<file path="src/rtl/keys_switches_interface_pkg.sv">
// Shared constants for the keys/switches peripheral: bus addresses, default
// input counts and bit positions of each field in the two read words.
package keys_switches_interface_pkg;

    localparam logic ADDR_LEVEL = 1'b0;
    localparam logic ADDR_EVENT = 1'b1;

    localparam int DEFAULT_NUM_SW  = 18;
    localparam int DEFAULT_NUM_KEY = 4;

    localparam int WORD_W      = 32;
    localparam int SW_LSB      = 0;
    localparam int KEY_LSB     = 18;
    localparam int PRESS_LSB   = 0;
    localparam int RELEASE_LSB = 4;

    typedef logic [WORD_W-1:0] word_t;

endpackage

</file>
<file path="src/rtl/keys_switches_interface_debounce_cell.sv">
// Per-input debouncer: shifts in one sample per tick and adopts the sampled
// value only once the last three samples agree.
module debounce_cell (
    input  logic clock,
    input  logic reset,
    input  logic tick,
    input  logic sync_in,
    output logic db_out
);

    logic [2:0] samples_reg;
    logic       db_reg;

    always_ff @(posedge clock) begin
        if (reset) begin
            samples_reg <= 3'b000;
            db_reg      <= 1'b0;
        end else begin
            if (tick) begin
                samples_reg <= {samples_reg[1:0], sync_in};
            end
            // Disagreeing samples leave the debounced value untouched.
            if (&samples_reg) begin
                db_reg <= 1'b1;
            end else if (~|samples_reg) begin
                db_reg <= 1'b0;
            end
        end
    end

    assign db_out = db_reg;

endmodule

</file>
<file path="src/rtl/keys_switches_interface.sv">
// Slide-switch / pushbutton read port: synchronise, debounce, latch key events
// as sticky write-1-to-clear bits. Define RELEASE_EVENT_EN to add release events.
module keys_switches_interface
    import keys_switches_interface_pkg::*;
#(
    parameter int TICK_CYCLES = 250000,
    parameter int NUM_SW      = DEFAULT_NUM_SW,
    parameter int NUM_KEY     = DEFAULT_NUM_KEY
) (
    input  logic               clock,
    input  logic               reset,
    input  logic [NUM_SW-1:0]  SW,
    input  logic [NUM_KEY-1:0] KEY,
    input  logic               read_enable,
    input  logic               write_enable,
    input  logic               address,
    input  logic [31:0]        write_data,
    output logic [31:0]        read_data
);

    localparam int CNT_W = (TICK_CYCLES > 1) ? $clog2(TICK_CYCLES) : 1;

    logic [CNT_W-1:0]   tick_count_reg;
    logic               tick;
    logic [NUM_SW-1:0]  sw_meta_reg, sw_sync_reg, sw_db;
    logic [NUM_KEY-1:0] key_meta_reg, key_sync_reg, key_pressed, key_db;
    logic [NUM_KEY-1:0] key_db_prev_reg;
    logic [NUM_KEY-1:0] press_pend_reg, press_pend_next, press_rise, press_clr;
    logic [NUM_KEY-1:0] release_pend;
    logic               event_write;
    word_t              level_word, event_word, read_data_reg;
    logic               unused_write_data;

    assign tick = (tick_count_reg == CNT_W'(TICK_CYCLES - 1));

    always_ff @(posedge clock) begin
        if (reset) begin
            tick_count_reg <= '0;
        end else if (tick) begin
            tick_count_reg <= '0;
        end else begin
            tick_count_reg <= tick_count_reg + 1'b1;
        end
    end

    always_ff @(posedge clock) begin
        if (reset) begin
            sw_meta_reg  <= '0;
            sw_sync_reg  <= '0;
            key_meta_reg <= '0;
            key_sync_reg <= '0;
        end else begin
            sw_meta_reg  <= SW;
            sw_sync_reg  <= sw_meta_reg;
            key_meta_reg <= KEY;
            key_sync_reg <= key_meta_reg;
        end
    end

    // Buttons are active-low on the board; everything downstream sees pressed = 1.
    assign key_pressed = ~key_sync_reg;

    genvar gi;
    generate
        for (gi = 0; gi < NUM_SW; gi++) begin : g_sw_db
            debounce_cell u_cell (
                .clock   (clock),
                .reset   (reset),
                .tick    (tick),
                .sync_in (sw_sync_reg[gi]),
                .db_out  (sw_db[gi])
            );
        end
        for (gi = 0; gi < NUM_KEY; gi++) begin : g_key_db
            debounce_cell u_cell (
                .clock   (clock),
                .reset   (reset),
                .tick    (tick),
                .sync_in (key_pressed[gi]),
                .db_out  (key_db[gi])
            );
        end
    endgenerate

    assign event_write = write_enable && (address == ADDR_EVENT);
    assign press_rise  = key_db & ~key_db_prev_reg;
    assign press_clr   = event_write ? write_data[PRESS_LSB +: NUM_KEY] : '0;
    // A new edge in the same cycle as its clear keeps the bit set.
    assign press_pend_next = (press_pend_reg & ~press_clr) | press_rise;

    always_ff @(posedge clock) begin
        if (reset) begin
            key_db_prev_reg <= '0;
            press_pend_reg  <= '0;
        end else begin
            key_db_prev_reg <= key_db;
            press_pend_reg  <= press_pend_next;
        end
    end

`ifdef RELEASE_EVENT_EN
    logic [NUM_KEY-1:0] release_pend_reg, release_pend_next, release_fall, release_clr;

    assign release_fall      = ~key_db & key_db_prev_reg;
    assign release_clr       = event_write ? write_data[RELEASE_LSB +: NUM_KEY] : '0;
    assign release_pend_next = (release_pend_reg & ~release_clr) | release_fall;

    always_ff @(posedge clock) begin
        if (reset) begin
            release_pend_reg <= '0;
        end else begin
            release_pend_reg <= release_pend_next;
        end
    end

    assign release_pend = release_pend_reg;
`else
    assign release_pend = '0;
`endif

    always_comb begin
        level_word = '0;
        event_word = '0;
        level_word[SW_LSB +: NUM_SW]       = sw_db;
        level_word[KEY_LSB +: NUM_KEY]     = key_db;
        event_word[PRESS_LSB +: NUM_KEY]   = press_pend_reg;
        event_word[RELEASE_LSB +: NUM_KEY] = release_pend;
    end

    // Reads sample the pre-clear pending bits, so a read-and-clear returns them.
    always_ff @(posedge clock) begin
        if (reset) begin
            read_data_reg <= '0;
        end else if (read_enable) begin
            read_data_reg <= (address == ADDR_EVENT) ? event_word : level_word;
        end
    end

    assign read_data         = read_data_reg;
    assign unused_write_data = ^write_data;

endmodule

</file>
<file path="config.mk">
export PLATFORM = sky130hd
export DESIGN_NAME = keys_switches_interface
export DESIGN_NICKNAME = d
export VERILOG_FILES = /design/src/rtl/keys_switches_interface_pkg.sv /design/src/rtl/keys_switches_interface_debounce_cell.sv /design/src/rtl/keys_switches_interface.sv
export SDC_FILE = /design/constraint.sdc
export NUM_CORES = 1
export LEC_CHECK = 0
export CAP_MARGIN = 20
export CORE_MARGIN = 3
export CORE_UTILIZATION = 30
export DETAILED_ROUTE_END_ITERATION = 12
export HOLD_SLACK_MARGIN = 0.12
export SLEW_MARGIN = 20
export SYNTH_ARGS = -nofsm -noshare
export SYNTH_HDL_FRONTEND = slang
export SYNTH_SLANG_ARGS = --single-unit
</file>
<file path="constraint.sdc">
create_clock -name clock -period 5.1 [get_ports clock]
set_input_delay 1.02 -clock clock [delete_from_list [all_inputs] [get_ports clock]]
set_output_delay 1.02 -clock clock [all_outputs]
set_load 0.005 [all_outputs]
</file>
==> qor.yml, run 1 <==
cts_hold_buf: 0
clk_latency_ns: 0.43
clock-sinks: 180
required_ns: 5.39
syn_inst: 735
io_pins: 91
p_leak_nw: 2.77
yosys.area.top_type: "dfxtp_1"
final_common_cell: "dfxtp_1"
power_switching_w: 0.000588
placed_cell_area_um2: 7310
status: "complete, no violations"
async_reset_ff_share_pct: 0
ys_top_cells_by_area: "dfxtp_1, a21oi_1, nand3_1"
die_area_um2: 24200
power_density_nw_per_um2: 364
vias: 4981
crit_chain: "nor4b_1 > and2_2 > buf_4 > a21o_1 > nor2_1"
worst-path-buf-inv: 1
drc: 0
core_area_um2: 21900
fin_skew_ns: 0.00424
post_cts_buffers: 0
antenna_found_initial: 0
cts_tree: "built"
synth_edf_count: 0
initial_core_util_pct: 30.6
dieHeight_um: 155
fin_crit_sh_pct: 52.5
place_hpwl_um: 7840
syn_to_final_growth_pct: 18.3
pwr-share-comb_pct: 2.9
ys_ff_latch: 180
crit_type: "flip-flop to flip-flop"
p_int_w: 0.00230
cpMaxStageDelayCell: "buf_4"
fp-row-count: 54
grt_pass1_vias: 4530
post_synth_num_cell_types: 38
gp_congestion: 0.738
cts_buffers: 17
drv_slew: 0
synth_top_flop_cell: "dfxtp_1"
sequentialPowerShare_pct: 49.7
setup_viol: 0
nNetsFinal: 815
clock_path_buffers: 2
swShare_pct: 20.4
critPathLaunchType: "flip-flop"
syn-cell-area_um2: 6700
clkTransAtPathRegs_ns: 0.06
rsz0062_at_grt: "false"
drv_cap: 0
vias_per_cell: 4.75
largest_register_ffs: 54
path_delay_family: "simple AND/OR/NAND/NOR gates"
cts.htree.levels: 4
yosysSeqAreaShare_pct: 53.8
hp-class: "flip-flop to flip-flop"
drive_gt1_share_pct: 5.99
fp.dieW_um: 155
yosys_warnings: 0
post_cts_resized: 0
clockRootBuffer: "clkbuf_16"
syn_area_per_cell_um2: 9.12
overflow: 0
drtIter0Drc: 314
postRouteAntennaNets: 0
drt-total-wl_um: 13400
fmax_mhz: 374
fin_crit_ns: 2.68
diodes: 0
setup_tns_ns: 0
stdcell_area_um2: 7930
final_hold_viol_count: 0
dr.pass1.iters: 4
synth_top_area_share_pct: 53.8
io_buffers: 52
p_clk_share_pct: 47.4
grt_max_degree: 106
vdd_drop_max_uv: 209
wl_per_cell_um: 12.8
grtUsageTotal_pct: 11.1
end_kind: "flip-flop"
mostFrequentLayoutCells: "dfxtp_1, a21oi_1, nand3_1, o21ai_1, nor2b_1"
slowest_delay_ns: 0.55
worstMarginPinSlew_ns: 0.997
grt_pass1_wl_um: 22200
cp.arrival_ns: 2.97
worst-path-max-fanout: 53
slew_headroom_pct: 33.3
## cell type report
cell class,instances,area (um2)
multi-input combinational,495,2770
sequential,180,3600
clock inverter,14,185
timing repair buffer,58,576
tap,280,350
clock buffer,18,439
fill,2228,14000
inverter,3,11.3
## synthesized netlist by cell type (all sizes together), types with 5 or more instances
master / number
a21oi: 111
nand2b: 18
nor2: 28
a211oi: 8
nor2b: 52
nor4: 5
xnor2: 13
nand3b: 18
a21o: 23
clkbuf: 30
nand2: 26
dfxtp: 180
nand3: 74
buf: 36
o21ai: 84
## layer usage
| metal | global-route usage (%) | part of all wire [%] | vias to the layer above |
|---|---|---|---|
| li1 | - | - | 2572 |
| met2 | 15.9 | 42 | 90 |
| met5 | 0 | 0 | - |
| met1 | 15.9 | 53 | 2300 |
| met4 | 4.34 | 1.5 | 0 |
| met3 | 2.87 | 4.0 | 19 |
## path summary, 6_finish.rpt
kind                                          from                           endpoint  slack (ns)  depth (start not counted)
worst min register to register     key_sync_reg[3]  g_key_db[3].u_cell.samples_reg[0]        0.41                          1
worst max register to register  tick_count_reg[13]                 tick_count_reg[14]        2.42                          5
worst max-delay path            tick_count_reg[13]                 tick_count_reg[14]        2.42                          5
worst min-delay path               key_sync_reg[3]  g_key_db[3].u_cell.samples_reg[0]        0.41                          1
## cell families after synthesis
family / Yosys count / synth area share, %
buffers and inverters: 69 / 5.66
muxes: 4 / 0.597
AOI/OAI and AO/OA: 227 / 18.1
xor gates and xnor gates: 15 / 1.96
adders and majority gates: 1 / 0.187
DFF: 180 / 53.8
and+or+nand+nor: 238 / 19.7
other: 1 / 0.0559
## metrics by stage
stage               cells  power, W  setup WS [ns]  util, %  hold slack (ns)
global route         1048   0.00298           2.19     36.2            0.436
finish               1048   0.00288           2.42     36.2            0.411
detailed placement   1016   0.00155           2.32     33.4            0.408
floorplan             744   0.00152           3.09        -            0.391
CTS                  1048   0.00292           2.42     36.2            0.416
global placement     1016   0.00155           2.31     33.4            0.398
## power groups by stage
| stage | combinational (W) | sequential, W | clock, W |
|---|---|---|---|
| finish | 0.0000835 | 0.00143 | 0.00137 |
| CTS | 0.0000851 | 0.00143 | 0.00140 |
| global placement | 0.0000856 | 0.00146 | 0 |
| detailed placement | 0.0000851 | 0.00146 | 0 |
| floorplan | 0.0000534 | 0.00146 | 0 |
| global route | 0.0000925 | 0.00143 | 0.00145 |
Power figures use the tool's default switching activity.
==> run 2: changes to the inputs <==
==> constraint.sdc (replaced) <==
create_clock -name clock -period 2.2 [get_ports clock]
set_input_delay 0.44 -clock clock [delete_from_list [all_inputs] [get_ports clock]]
set_output_delay 0.44 -clock clock [all_outputs]
set_load 0.005 [all_outputs]
==> run 2 against run 1 <==
Non-clock buffer count increased by 10. Sequential cell count unchanged. Power increased by 120%. Die area unchanged. Clock skew increased by 0.0034 ns. Sequential power increased by 130%. Highest routed layer unchanged.
==> qor.yml, run 2 (synthesis gave the netlist of run 1 again) <==
clk_latency_ns: 0.42  # about the same
worst-path-buf-inv: 1  # unchanged
diodes: 0  # unchanged
setup_viol: 0  # unchanged
crit_type: "flip-flop to flip-flop"
dieHeight_um: 155  # unchanged
clockRootBuffer: "clkbuf_16"
cts_tree: "built"
rsz0062_at_grt: "false"
cts_buffers: 17  # unchanged
grtUsageTotal_pct: 11.3  # +0.18 points
vias_per_cell: 4.76  # +0.13%
grt_pass1_wl_um: 22700  # +2.6%
setup_tns_ns: 0  # unchanged
postRouteAntennaNets: 0  # unchanged
cts_hold_buf: 0  # unchanged
hp-class: "input pin to flip-flop"
place_hpwl_um: 8190  # +4.4%
slowest_delay_ns: 0.54  # about the same
fp.dieW_um: 155  # unchanged
initial_core_util_pct: 30.6  # unchanged
syn_to_final_growth_pct: 19.2
largest_register_ffs: 54  # unchanged
required_ns: 2.55  # -2.84 ns
worstMarginPinSlew_ns: 0.534  # -0.463 ns
wl_per_cell_um: 12.8  # -0.20%
gp_congestion: 0.737  # about the same
clock-sinks: 180  # unchanged
fp-row-count: 54  # unchanged
drc: 0  # unchanged
fin_crit_sh_pct: 89.0  # +37 points
slew_headroom_pct: 63.9  # +31 points
clkTransAtPathRegs_ns: 0.06  # about the same
drive_gt1_share_pct: 6.56  # +0.57 points
die_area_um2: 24200  # unchanged
vdd_drop_max_uv: 441  # +110%
mostFrequentLayoutCells: "dfxtp_1, a21oi_1, nand3_1, o21ai_1, nor2b_1"
power_density_nw_per_um2: 787  # +120%
core_area_um2: 21900  # unchanged
nNetsFinal: 825  # +1.2%
cts.htree.levels: 4  # unchanged
overflow: 0  # unchanged
vias: 5035  # +1.1%
power_w: 0.00629  # +120%
clock_path_buffers: 2  # unchanged
post_cts_buffers: 0  # unchanged
fin_crit_ns: 1.96  # -0.718 ns
drv_cap: 0  # unchanged
p_leak_nw: 2.79  # +0.72%
dr.pass1.iters: 5  # +1
final_hold_viol_count: 0  # unchanged
drtIter0Drc: 401  # +28%
critPathLaunchType: "flip-flop"
path_delay_family: "simple AND/OR/NAND/NOR gates"
crit_chain: "nor4b_1 > and2_2 > buf_4 > nand3_1 > a21oi_1"
antenna_found_initial: 0  # unchanged
end_kind: "flip-flop"
holdWs_ns: 0.335  # -0.0757 ns
grt_max_degree: 84  # -21%
fmax_mhz: 511  # +37%
drv_slew: 0  # unchanged
cp.arrival_ns: 2.31  # -0.66 ns
fillers: 2229  # +0.045%
post_cts_resized: 0  # unchanged
grt_pass1_vias: 4602  # +1.6%
status: "complete, no violations"
io_pins: 91  # unchanged
final_common_cell: "dfxtp_1"
fin_skew_ns: 0.00763  # +0.00338 ns
reg2reg_slack_ns: 0.24  # -2.18 ns
drt-total-wl_um: 13500  # +0.75%
io_buffers: 52  # unchanged
cpMaxStageDelayCell: "nor4b_1"
worst-path-max-fanout: 34  # -36%
[run 2: per-layer routing]
metal  vias up  global-route usage, %  part of all wire, %
met2       102                   15.9                   41
met3        17                   2.64                  4.5
li1       2599                      -                    -
met1      2317                   16.4                   52
met4         0                   4.63                  1.8
met5         -                      0                    0
[run 2: power breakdown]
group	switching (W)	internal (W)	leakage (nW)
logic	0.000101	0.000104	1.08
registers	0.0000154	0.00330	1.46
clock network	0.00119	0.00157	0.249
[run 2: area by class of cell]
| class | instances | area [um2] | area share, % |
|---|---|---|---|
| multi-input cells | 495 | 2770 | 34.6 |
| well taps | 280 | 350 | 4.38 |
| clock inverters | 6 | 46.3 | 0.579 |
| flip-flops and latches | 180 | 3600 | 45.1 |
| clock buffers | 26 | 499 | 6.25 |
| repair buffers | 68 | 713 | 8.93 |
| inverters | 3 | 11.3 | 0.141 |
[run 2: metrics by stage]
| stage | std cells | util [%] | worst slack, ns | area [um2] |
|---|---|---|---|---|
| final | 1058 | 36.5 | 0.242 | 7990 |
| after global routing | 1058 | 36.5 | 0.0978 | 7990 |
| after CTS | 1058 | 36.5 | 0.246 | 7990 |
| after detailed placement | 1026 | 34.0 | 0.260 | 7440 |
| after global placement | 1026 | 34.0 | 0.266 | 7440 |
| after floorplan | 744 | - | 0.538 | 6740 |
[run 2: worst register-to-register path: cells and delay by family, from the launching register on]
kind	cells	cell delay, ns
simple gates	3	0.99
compound gates	1	0.16
buf+inv	1	0.37
flops	1	0.37
[run 2: final timing paths]
check | cells after the start | to | from
setup / recovery | 5 | g_sw_db[13].u_cell.samples_reg[1] | tick_count_reg[13]
hold / removal | 2 | sw_meta_reg[4] | reset
setup reg to reg | 5 | g_sw_db[13].u_cell.samples_reg[1] | tick_count_reg[13]
hold reg to reg | 1 | g_key_db[0].u_cell.samples_reg[0] | key_sync_reg[0]
==> run 3: changes to the inputs <==
--- a/config.mk
+++ b/config.mk
@@ -10,6 +10,8 @@
 export CORE_UTILIZATION = 30
 export DETAILED_ROUTE_END_ITERATION = 12
 export HOLD_SLACK_MARGIN = 0.12
+export PLACE_DENSITY = 0.63
+export SKIP_LAST_GASP = 1
 export SLEW_MARGIN = 20
 export SYNTH_ARGS = -nofsm -noshare
 export SYNTH_HDL_FRONTEND = slang
==> run 3 against run 2 <==
Wire length up 0.20%. Power up 7.1%. Setup slack worse by 0.057 ns. Fmax down 2.8%. Critical endpoint unchanged. Largest cell class unchanged.
==> qor.yml, run 3 (synthesis gave the netlist of run 1 again) <==
fin_crit_sh_pct: 91.6  # +2.6 points
drc: 0  # unchanged
worst-path-max-fanout: 21  # -38%
p_clk_share_pct: 47.6  # +3.7 points
setup_viol: 0  # unchanged
vias_per_cell: 4.69  # -1.5%
post_cts_resized: 0  # unchanged
drtIter0Drc: 338  # -16%
grtUsageTotal_pct: 11.3  # +0.076 points
fin_ws_ns: 0.185  # -0.0571 ns
fp-row-count: 54  # unchanged
initial_core_util_pct: 30.6  # unchanged
clock_path_buffers: 2  # unchanged
pwr-share-comb_pct: 3.1  # -0.2 points
fmax_mhz: 496  # -2.8%
cp.depth: 6  # +1
post_cts_buffers: 0  # unchanged
crit_type: "flip-flop to flip-flop"
drv_slew: 0  # unchanged
rsz0062_at_grt: "false"
io_buffers: 52  # unchanged
vdd_drop_max_uv: 441  # about the same
status: "complete, no violations"
crit_chain: "ha_1 > nand3_1 > or3_2 > buf_4 > o21ai_1 > a21oi_1"
cts_buffers: 17  # unchanged
dieHeight_um: 155  # unchanged
postRouteAntennaNets: 0  # unchanged
p_int_w: 0.00533  # +7.0%
drv_cap: 0  # unchanged
critPathLaunchType: "flip-flop"
whs_path_depth: 2  # unchanged
grt_pass1_wl_um: 22800  # +0.33%
hp-class: "input pin to flip-flop"
swShare_pct: 20.9  # +0.036 points
worst-path-buf-inv: 1  # unchanged
clk_latency_ns: 0.42  # about the same
final_common_cell: "dfxtp_1"
antenna_found_initial: 0  # unchanged
core_area_um2: 21900  # unchanged
clockRootBuffer: "clkbuf_16"
overflow: 0  # unchanged
syn_to_final_growth_pct: 20.7
fin_util_pct: 37.0  # +0.47 points
fin_skew_ns: 0.00727  # -0.000357 ns
place_hpwl_um: 8390  # +2.5%
diodes: 0  # unchanged
power_density_nw_per_um2: 832  # +5.7%
fp.dieW_um: 155  # unchanged
final_hold_viol_count: 0  # unchanged
cts_hold_buf: 0  # unchanged
grt_max_degree: 57  # -32%
fin_crit_ns: 2.02  # +0.0571 ns
io_pins: 91  # unchanged
required_ns: 2.50  # -0.05 ns
wl_per_cell_um: 12.7  # -0.18%
power_switching_w: 0.00141  # +7.3%
die_area_um2: 24200  # unchanged
setup_tns_ns: 0  # unchanged
dr.pass1.iters: 6  # +1
cts_tree: "built"
holdWs_ns: 0.394  # +0.0588 ns
p_leak_nw: 2.85  # +1.9%
largest_register_ffs: 54  # unchanged
drt-total-wl_um: 13500  # +0.20%
ff2ff_path_depth: 6  # +1
cts.htree.levels: 4  # unchanged
vias: 4979  # -1.1%
slowest_delay_ns: 0.62  # +0.08 ns
path_delay_family: "simple AND/OR/NAND/NOR gates"
cp.arrival_ns: 2.32  # about the same
post-place-ws_ns: 0.199  # -0.0611 ns
drive_gt1_share_pct: 7.54  # +0.99 points
clock-sinks: 180  # unchanged
clkTransAtPathRegs_ns: 0.06  # about the same
nNetsFinal: 829  # +0.48%
mostFrequentLayoutCells: "dfxtp_1, a21oi_1, nand3_1, o21ai_1, nor2b_1"
power_w: 0.00673  # +7.1%
gp_congestion: 0.747  # +1.4%
end_kind: "flip-flop"
cpMaxStageDelayCell: "or3_2"
grt_pass1_vias: 4609  # +0.15%
sequentialPowerShare_pct: 49.3  # -3.5 points
-- run 3: changes by cell type in the layout (fill, tap and decap cells not counted), moves of 2 or more --
cell and delta:
clkbuf_8 -4, inv_6 +2, buf_4 +5, clkbuf_1 -4, bufinv_16 +4
-- run 3: metal layers --
metal  track usage, %  vias to the layer above  part of all wire (%)
met4             4.42                        0                   1.7
met5                0                        -                     0
met3             2.92                       17                   4.8
li1                 -                     2596                     -
met1             16.7                     2274                    52
met2             15.7                       92                    42
-- run 3: through the flow --
stage               cells  instance area [um2]
CTS                  1062                 8090
finish               1062                 8090
floorplan             744                 6740
global route         1062                 8090
global placement     1030                 7460
detailed placement   1030                 7460
-- run 3: path summary, 6_finish.rpt --
kind | from | end | slack [ns]
hold / removal | reset | sw_meta_reg[5] | 0.39
setup / recovery | tick_count_reg[1] | g_sw_db[13].u_cell.samples_reg[1] | 0.18
hold reg to reg | key_sync_reg[1] | g_key_db[1].u_cell.samples_reg[0] | 0.41
setup reg to reg | tick_count_reg[1] | g_sw_db[13].u_cell.samples_reg[1] | 0.18
-- run 3: cell type report --
class | instances | area, um2
Timing Repair Buffer | 72 | 731
Inverter | 3 | 11.3
Sequential cell | 180 | 3600
Tap cell | 280 | 350
Fill cell | 2214 | 13800
Clock buffer | 18 | 429
Multi-Input combinational cell | 495 | 2770
Clock inverter | 14 | 201
-- run 3: worst reg2reg max path, stage by stage, from the launching register on --
cell     delay, ns
dfxtp_1       0.37
ha_1          0.25
nand3_1       0.16
or3_2         0.62
buf_4         0.26
o21ai_1       0.16
a21oi_1       0.07
-- run 3: power by group through the flow --
| stage | Clock [W] | Combinational, W | Sequential, W |
|---|---|---|---|
| finish | 0.00320 | 0.000208 | 0.00332 |
| global route | 0.00342 | 0.000230 | 0.00332 |
| CTS | 0.00327 | 0.000212 | 0.00332 |
| detailed placement | 0 | 0.000211 | 0.00339 |
| global placement | 0 | 0.000212 | 0.00339 |
| floorplan | 0 | 0.000124 | 0.00339 |
